`config.mk`:
```
export PLATFORM = sky130hd
export DESIGN_NAME = q_sweep_sequencer
export DESIGN_NICKNAME = d
export VERILOG_FILES = /design/src/rtl/q_sweep_sequencer.sv
export SDC_FILE = /design/constraint.sdc
export NUM_CORES = 1
export LEC_CHECK = 0
export CAP_MARGIN = 15
export CORE_MARGIN = 5
export CORE_UTILIZATION = 35
export DETAILED_ROUTE_END_ITERATION = 10
export HOLD_SLACK_MARGIN = 0.12
export PLACE_DENSITY = 0.58
export SLEW_MARGIN = 20
export SYNTH_ARGS = -nofsm -noshare
export SYNTH_HDL_FRONTEND = slang
export SYNTH_SLANG_ARGS = --single-unit
```
`constraint.sdc`:
```
create_clock -name clk_i -period 6 [get_ports clk_i]
set_input_delay 1.2 -clock clk_i [delete_from_list [all_inputs] [get_ports clk_i]]
set_output_delay 1.2 -clock clk_i [all_outputs]
set_load 0.005 [all_outputs]
```
`src/rtl/q_sweep_sequencer.sv`:
```
// Setpoint sequencer for the Q control loop: walks a table of q_desired values, waits for
// convergence (with timeout) at each point, reports the cycle count, settles and resets the loop.
module q_sweep_sequencer #(
  parameter int BUS_WIDTH       = 10,
  parameter int NUM_POINTS      = 9,
  parameter int TIMEOUT_WIDTH   = 16,
  parameter int MAX_TIMEOUT     = 50000,
  parameter int SETTLE_CYCLES   = 75,
  parameter int LOOP_RST_CYCLES = 75,
  localparam int IDX_W          = $clog2(NUM_POINTS)
) (
  input  logic                     clk_i,
  input  logic                     rst_ni,
  input  logic                     cfg_we_i,
  input  logic [IDX_W-1:0]         cfg_addr_i,
  input  logic [BUS_WIDTH-1:0]     cfg_data_i,
  input  logic [IDX_W:0]           n_points_i,
  input  logic                     go_i,
  input  logic                     continuous_i,
  input  logic                     abort_i,
  input  logic                     converged_i,
  output logic [BUS_WIDTH-1:0]     q_desired_o,
  output logic                     loop_rst_o,
  output logic                     loop_run_o,
  output logic                     busy_o,
  output logic                     done_o,
  output logic                     res_valid_o,
  input  logic                     res_ready_i,
  output logic [IDX_W-1:0]         res_idx_o,
  output logic [TIMEOUT_WIDTH-1:0] res_cycles_o,
  output logic                     res_timeout_o
);

  localparam int HOLD_MAX = (SETTLE_CYCLES > LOOP_RST_CYCLES) ? SETTLE_CYCLES : LOOP_RST_CYCLES;
  localparam int HOLD_W   = $clog2(HOLD_MAX + 1);

  localparam logic [HOLD_W-1:0]        LRST_LAST   = HOLD_W'(LOOP_RST_CYCLES - 1);
  localparam logic [HOLD_W-1:0]        SETTLE_LAST = HOLD_W'(SETTLE_CYCLES - 1);
  localparam logic [TIMEOUT_WIDTH-1:0] TIMEOUT_VAL = TIMEOUT_WIDTH'(MAX_TIMEOUT);
  localparam logic [IDX_W:0]           NP_VAL      = (IDX_W + 1)'(NUM_POINTS);

  typedef enum logic [2:0] {
    S_IDLE, S_LRST, S_APPLY, S_WAIT, S_REPORT, S_SETTLE, S_DONE
  } state_e;

  state_e                   state_q, state_d;
  logic [IDX_W-1:0]         idx_q, idx_d;
  logic [IDX_W:0]           n_eff_q, n_eff_d;
  logic [HOLD_W-1:0]        hold_q, hold_d;
  logic [TIMEOUT_WIDTH-1:0] wcnt_q, wcnt_d;
  logic [BUS_WIDTH-1:0]     q_des_q, q_des_d;
  logic [IDX_W-1:0]         res_idx_q, res_idx_d;
  logic [TIMEOUT_WIDTH-1:0] res_cycles_q, res_cycles_d;
  logic                     res_timeout_q, res_timeout_d;
  logic                     done_q, done_d;
  logic                     tbl_we;

  logic [BUS_WIDTH-1:0]     table_q [NUM_POINTS];

  logic                     go_start;
  logic                     last_point;
  logic [TIMEOUT_WIDTH-1:0] wcnt_inc;

  assign go_start   = go_i && (n_points_i != '0);
  assign last_point = ({1'b0, idx_q} + (IDX_W + 1)'(1)) >= n_eff_q;
  assign wcnt_inc   = wcnt_q + TIMEOUT_WIDTH'(1);

  // NOTE: every variable assigned here gets a default first, so no path can infer a latch.
  always_comb begin
    state_d       = state_q;
    idx_d         = idx_q;
    n_eff_d       = n_eff_q;
    hold_d        = hold_q;
    wcnt_d        = wcnt_q;
    q_des_d       = q_des_q;
    res_idx_d     = res_idx_q;
    res_cycles_d  = res_cycles_q;
    res_timeout_d = res_timeout_q;
    done_d        = 1'b0;
    tbl_we        = 1'b0;

    unique case (state_q)
      S_IDLE: begin
        tbl_we = cfg_we_i && ({1'b0, cfg_addr_i} < NP_VAL) && !go_start;
        if (go_start) begin
          n_eff_d = (n_points_i > NP_VAL) ? NP_VAL : n_points_i;
          idx_d   = '0;
          hold_d  = '0;
          state_d = S_LRST;
        end else if (go_i) begin
          done_d = 1'b1;
        end
      end
      S_LRST: begin
        if (hold_q == LRST_LAST) begin
          hold_d  = '0;
          state_d = S_APPLY;
        end else begin
          hold_d = hold_q + HOLD_W'(1);
        end
      end
      S_APPLY: begin
        q_des_d = table_q[idx_q];
        wcnt_d  = '0;
        state_d = S_WAIT;
      end
      S_WAIT: begin
        wcnt_d = wcnt_inc;
        // Leaving at MAX_TIMEOUT keeps the counter from ever passing it.
        if (converged_i || (wcnt_inc == TIMEOUT_VAL)) begin
          res_idx_d     = idx_q;
          res_cycles_d  = wcnt_inc;
          res_timeout_d = !converged_i;
          state_d       = S_REPORT;
        end
      end
      S_REPORT: begin
        if (res_ready_i) begin
          hold_d  = '0;
          state_d = S_SETTLE;
        end
      end
      S_SETTLE: begin
        if (hold_q == SETTLE_LAST) begin
          hold_d = '0;
          if (last_point) begin
            state_d = S_DONE;
          end else begin
            idx_d   = idx_q + IDX_W'(1);
            state_d = S_LRST;
          end
        end else begin
          hold_d = hold_q + HOLD_W'(1);
        end
      end
      S_DONE: begin
        if (continuous_i) begin
          idx_d   = '0;
          hold_d  = '0;
          state_d = S_LRST;
        end else begin
          state_d = S_IDLE;
        end
      end
      default: state_d = S_IDLE;
    endcase

    if (state_d == S_DONE) done_d = 1'b1;

    if (abort_i) begin
      state_d = S_IDLE;
      done_d  = 1'b0;
    end
  end

  // NOTE: sequential state uses non-blocking assignments so every register samples pre-edge values.
  always_ff @(posedge clk_i) begin
    if (!rst_ni) begin
      state_q       <= S_IDLE;
      idx_q         <= '0;
      n_eff_q       <= '0;
      hold_q        <= '0;
      wcnt_q        <= '0;
      q_des_q       <= '0;
      res_idx_q     <= '0;
      res_cycles_q  <= '0;
      res_timeout_q <= 1'b0;
      done_q        <= 1'b0;
    end else begin
      state_q       <= state_d;
      idx_q         <= idx_d;
      n_eff_q       <= n_eff_d;
      hold_q        <= hold_d;
      wcnt_q        <= wcnt_d;
      q_des_q       <= q_des_d;
      res_idx_q     <= res_idx_d;
      res_cycles_q  <= res_cycles_d;
      res_timeout_q <= res_timeout_d;
      done_q        <= done_d;
    end
  end

  // NOTE: the table is deliberately left out of reset so a configured sweep survives rst.
  always_ff @(posedge clk_i) begin
    if (tbl_we) table_q[cfg_addr_i] <= cfg_data_i;
  end

  assign q_desired_o   = q_des_q;
  assign loop_rst_o    = (state_q == S_LRST);
  assign loop_run_o    = state_q inside {S_APPLY, S_WAIT, S_REPORT, S_SETTLE, S_DONE};
  assign busy_o        = (state_q != S_IDLE);
  assign done_o        = done_q;
  assign res_valid_o   = (state_q == S_REPORT);
  assign res_idx_o     = res_idx_q;
  assign res_cycles_o  = res_cycles_q;
  assign res_timeout_o = res_timeout_q;

endmodule

```
Word-level counts from Yosys, hierarchy flattened
Memories as Yosys holds them, arrays and structs flattened. A register that Yosys moved wholly into a read port is not among the register bits.
Index checks and enable logic that the tools add are counted.
W data, S select, Z words.
- register bits after elaboration: 57
- memory bits (writable): 90
- output and inout port bits: 36
- memories kept: 1
- memories (name ; words ; width ; read ports ; clocked after Yosys merged registers in ; wr ports ; line ; source):
    table_q ; 9 ; 10 ; 1 ; 1 ; 1 ; 58 ; logic [BUS_WIDTH-1:0] table_q [NUM_POINTS];
- add/sub/neg operators: 4
- $lt $le $gt $ge: 3
- equality and inequality tests: 14
- muxes and demuxes: 27
- bitwise logic cells: 1
- reductions and logical operators: 20
- operator list (cell ; count):
    $pmux W16 S2 ; 1
    $mux W7 ; 4
    $pmux W7 S4 ; 1
    $pmux W3 S7 ; 1
    $mux W3 ; 6
    $add A16 B1 Y16 const B ; 1
    $eq A16 B16 Y1 const B ; 1
    $mux W4 ; 4
    $eq A3 B3 Y1 const B ; 4
    $pmux W4 S3 ; 1
    $reduce_bool A5 Y1 ; 2
    $mux W1 ; 8
    $ne A2 B2 Y1 const B ; 4
    $add A7 B1 Y7 const B ; 1
    $eq A7 B7 Y1 const B ; 1
    $eq A3 B2 Y1 const B ; 2
    $reduce_bool A3 Y1 ; 2
    $add A4 B1 Y5 const B ; 1
    $ge A5 B5 Y1 ; 1
    $gt A5 B4 Y1 const B ; 1
    $mux W5 ; 1
    $reduce_and A5 Y1 ; 1
    $add A4 B1 Y4 const B ; 1
    $lt A4 B4 Y1 const B ; 1
    other kinds (12) ; 18

Longest topological paths before layout
- depth after elaboration: 7
- gate-level depth with buffers: 10
- depth with buffers taken out: 8

Worst setup path before layout
OpenSTA, ideal clock, no wires.
- path kind: in2reg
- start: in n_points_i[4]
- end: mem table_q[8][0], enable pin
- arrival time: 3.406 ns
- required time: 5.592 ns
- path slack: 2.186 ns
- stages on the path: 5
- buffers on the path: 0
- cell sequence: or2_2 o41ai_1 nand3_1 or2_1 nor4b_1
- longest elaborated chain between the ends: 7
- RTL lines (what ; line ; source):
    start, declared ; 17 ; input logic [IDX_W:0] n_points_i,
    $reduce_bool A5 Y1 ; 64 ; assign go_start = go_i && (n_points_i != '0);
    $logic_and A1 B1 Y1 ; 64 ;
    $logic_not A1 Y1 ; 84 ; tbl_we = cfg_we_i && ({1'b0, cfg_addr_i} < NP_VAL) && !go_start;
    $logic_and A1 B1 Y1 ; 84 ;
    $mux W1 ; 82 ; unique case (state_q)
    $mux W1 ; 185 ; if (tbl_we) table_q[cfg_addr_i] <= cfg_data_i;
    $mux W1 (not written as such) ; 185 ;
    end, declared ; 58 ;
Every way passes these cells.

Worst setup path in the final report
- start: in n_points_i[4]
- end: mem table_q[8][1], enable pin
Same word-level chain as after synthesis.

==> impl_metrics.yaml <==
die:
  num_rows: 51
  die_area_mm2: 0.02265
  die_w_um: 150.5
  design.portCount: 63
  die_height_um: 150.5
  initial_core_util: 0.3550
  core_area_mm2: 0.01946
run:
  drv_cap: 0
yosys:
  synth_seq_area_share: 0.5853
  async_flop_share: 0
  synth_area_per_cell_um2: 11.73
  yosysWarnings: 0
  synth_edf_count: 90
  synth_area_leaders: "edfxtp_1 39%, dfxtp_1 19%, mux4_2 6.5%, nand2_1 4.0%, o21ai_0 2.1%"
  yosysTopAreaCell: "edfxtp_1"
  synth_fp_nets: 625
  syn_inst: 589
  synth-main-ff-cell: "edfxtp_1"
  netlist_area_mm2: 0.006909
  synth_seq_cells: 157
  yosysUniqueCellTypes: 56
  synth_top_area_share: 0.3912
sta:
  clock.fmax_ghz: 0.2657
  finalClockSkew_ns: 0.01121
  maxSlewHeadroom: 0.2918
  period_needed_ns: 3.763
  tightest_slew_ns: 1.059
  finalHoldViolations: 0
  setup_violations: 0
  period_share: 0.6272
  slew_viol_final: 0
  setup_tns_ns: 0
  grt_setup_unrepaired: "no"
global_route:
  grt_overflow: 0
  antenna_found_initial: 0
  grt_pass1_wl_um: 26250
  track_usage: 0.1529
  grt_pass1_vias: 4653
  grt_start_max_net_pins: 41
clocking:
  h-tree-depth: 4
  cts_sinks: 157
  cts_inserted_buffers: 17
  insertion_delay_ns: 0.43
  clockBufferDepth: 2
  cts_tree: "done"
  postCtsSetupRepairBufs: 0
  root_buffer: "clkbuf_16"
  hold_buffers: 0
  clkTransAtPathRegs_ns: 0.06
  cts_repair_resize_count: 0
setup_path:
  critPathRequiredTime_ns: 6.04
  arrival_ns: 3.80
  path_class: "input pin to register"
  cp_max_fo: 10
  cp-end-kind: "register"
  r2r.worst_path.cells: 7
  start_kind: "input pin"
pwr:
  power_density_mw_per_mm2: 272.3
  p_leak_nw: 2.672
  ir_drop_mv: 0.2261
  total_power_mw: 2.267
cells_and_area:
  instances_no_fill: 914
  fillers: 1796
  n_antenna_cell: 0
  register_area_mm2: 0.004045
  multiInputGateArea_mm2: 0.002664
  nNetsFinal: 672
  layout-drive-gt1-share: 0.1109
  areaGrowthSynthToFinish_pct: 20.50
placed_design:
  dp_cells: 882
  port_buffers: 62
  gp_congestion: 0.8185
  dp_hpwl_um: 11460
detailed_routing:
  drtAntennaViolNets: 0
  via_per_inst: 5.139
  post_drt_wl_per_cell_um: 18.01
  drtIter0Drc: 350
  drc: 0
  dr_total_vias: 4697
  dr.pass1.iters: 4
  wl_um: 16460
hold_path:
  hp-class: "register to register"
  min_path_cells: 2
run_status:
  status: "finished, final reports clean"
stage by stage:
stage          utilization  setup WS, ns  hold slack [ns]  cell area (um^2)
4_1_cts             0.4277         2.247           0.4600              8324
3_3_place_gp        0.3979         1.683           0.4455              7744
6_report            0.4278         2.237           0.4521              8325
5_1_grt             0.4278         2.121           0.4762              8325
2_1_floorplan            -         2.186           0.4447              6909
3_5_place_dp        0.3981         1.786           0.4501              7749
cells in the final DEF, fill, tap and decap left out, types with 4 or more instances in the layout:
| cell | instances |
|---|---|
| nor4_1 | 4 |
| and3_1 | 6 |
| ha_1 | 9 |
| o21a_1 | 4 |
| a21oi_1 | 18 |
| xnor2_1 | 15 |
| o21ai_1 | 6 |
| o211a_1 | 5 |
| nor2_1 | 25 |
| o21ai_0 | 29 |
| nand3b_1 | 4 |
| clkbuf_16 | 17 |
| a21o_1 | 8 |
| nor2b_1 | 16 |
| or2_2 | 5 |
| edfxtp_1 | 90 |
| mux4_2 | 20 |
| xor2_1 | 8 |
| nand2_1 | 74 |
| clkinv_4 | 4 |
| clkdlybuf4s50_1 | 61 |
| a21boi_0 | 14 |
| and2_1 | 7 |
| nand4_1 | 20 |
| nand2b_1 | 6 |
| nor3_1 | 12 |
| nand3_1 | 18 |
| dfxtp_1 | 66 |
| buf_4 | 7 |
| mux2i_1 | 12 |
| inv_1 | 11 |
cell usage after synthesis (3+ instances only):
cell / n
a21o_1: 8
xnor2_1: 15
and2_1: 7
a21boi_0: 14
nor3_1: 13
a21oi_1: 18
nor4_1: 5
o21ai_1: 6
ha_1: 9
o211a_1: 5
mux4_2: 20
o21ai_0: 29
nand2_1: 74
nor2_1: 25
nand2b_1: 6
dfxtp_1: 67
mux2i_1: 12
a22oi_1: 3
edfxtp_1: 90
o21a_1: 4
nand3_1: 18
xor2_1: 8
nand4_1: 20
inv_1: 11
or2_2: 5
buf_1: 4
nand3b_1: 4
nor2b_1: 16
and3_1: 6
clkbuf_1: 27
buf_2: 5
layer usage:
layer	wire [um]	up-vias	global-route usage	share of wire
met4	168	0	0.03934	0.010
met1	7341	2289	0.2011	0.45
met3	896	13	0.04545	0.054
met5	0	-	0	0
li1	-	2250	-	-
met2	8053	145	0.2483	0.49
cell type report:
class | count | share of cell area
Clock buffer | 20 | 0.05365
Sequential cell | 157 | 0.4859
Multi-Input combinational cell | 380 | 0.3200
Timing Repair Buffer | 69 | 0.08025
Clock inverter | 12 | 0.01548
Inverter | 11 | 0.004959
Tap cell | 265 | 0.03983
kinds of logic after synthesis:
family	share of synthesized area
compound gates	0.09508
fa+ha+maj	0.01630
simple gates	0.1577
mux	0.08475
buf+inv	0.03169
flops	0.5853
xor+xnor	0.02916
report_power, final:
part | leakage [nW] | internal, mW | switching, mW
Clock | 0.276 | 0.594 | 0.449
Combinational | 1.05 | 0.0308 | 0.0473
Sequential | 1.35 | 1.14 | 0.00342
final timing paths:
path                    from               to  slack (ns)
max            n_points_i[4]    table_q[8][1]        2.24
min          res_cycles_o[3]  res_cycles_o[3]        0.45
max reg2reg        wcnt_q[0]  res_cycles_o[0]        2.80
min reg2reg  res_cycles_o[3]  res_cycles_o[3]        0.45
registers in the layout, summed over array words and instances (netlist names):
| signal | flops |
|---|---|
| res_idx_o | 4 |
| n_eff_q | 5 |
| q_desired_o | 10 |
| table_q | 90 |
| done_o | 1 |
| state_q | 3 |
| hold_q | 7 |
| res_cycles_o | 16 |
| wcnt_q | 16 |
| idx_q | 4 |
| res_timeout_o | 1 |
critical path, stage by stage:
cell	delay (ns)
clkdlybuf4s50_1	0.41
or2_2	0.33
o41ai_1	0.36
nand3_1	0.21
or2_1	0.35
nor4b_2	0.93
(Power assumes the default switching activity.)
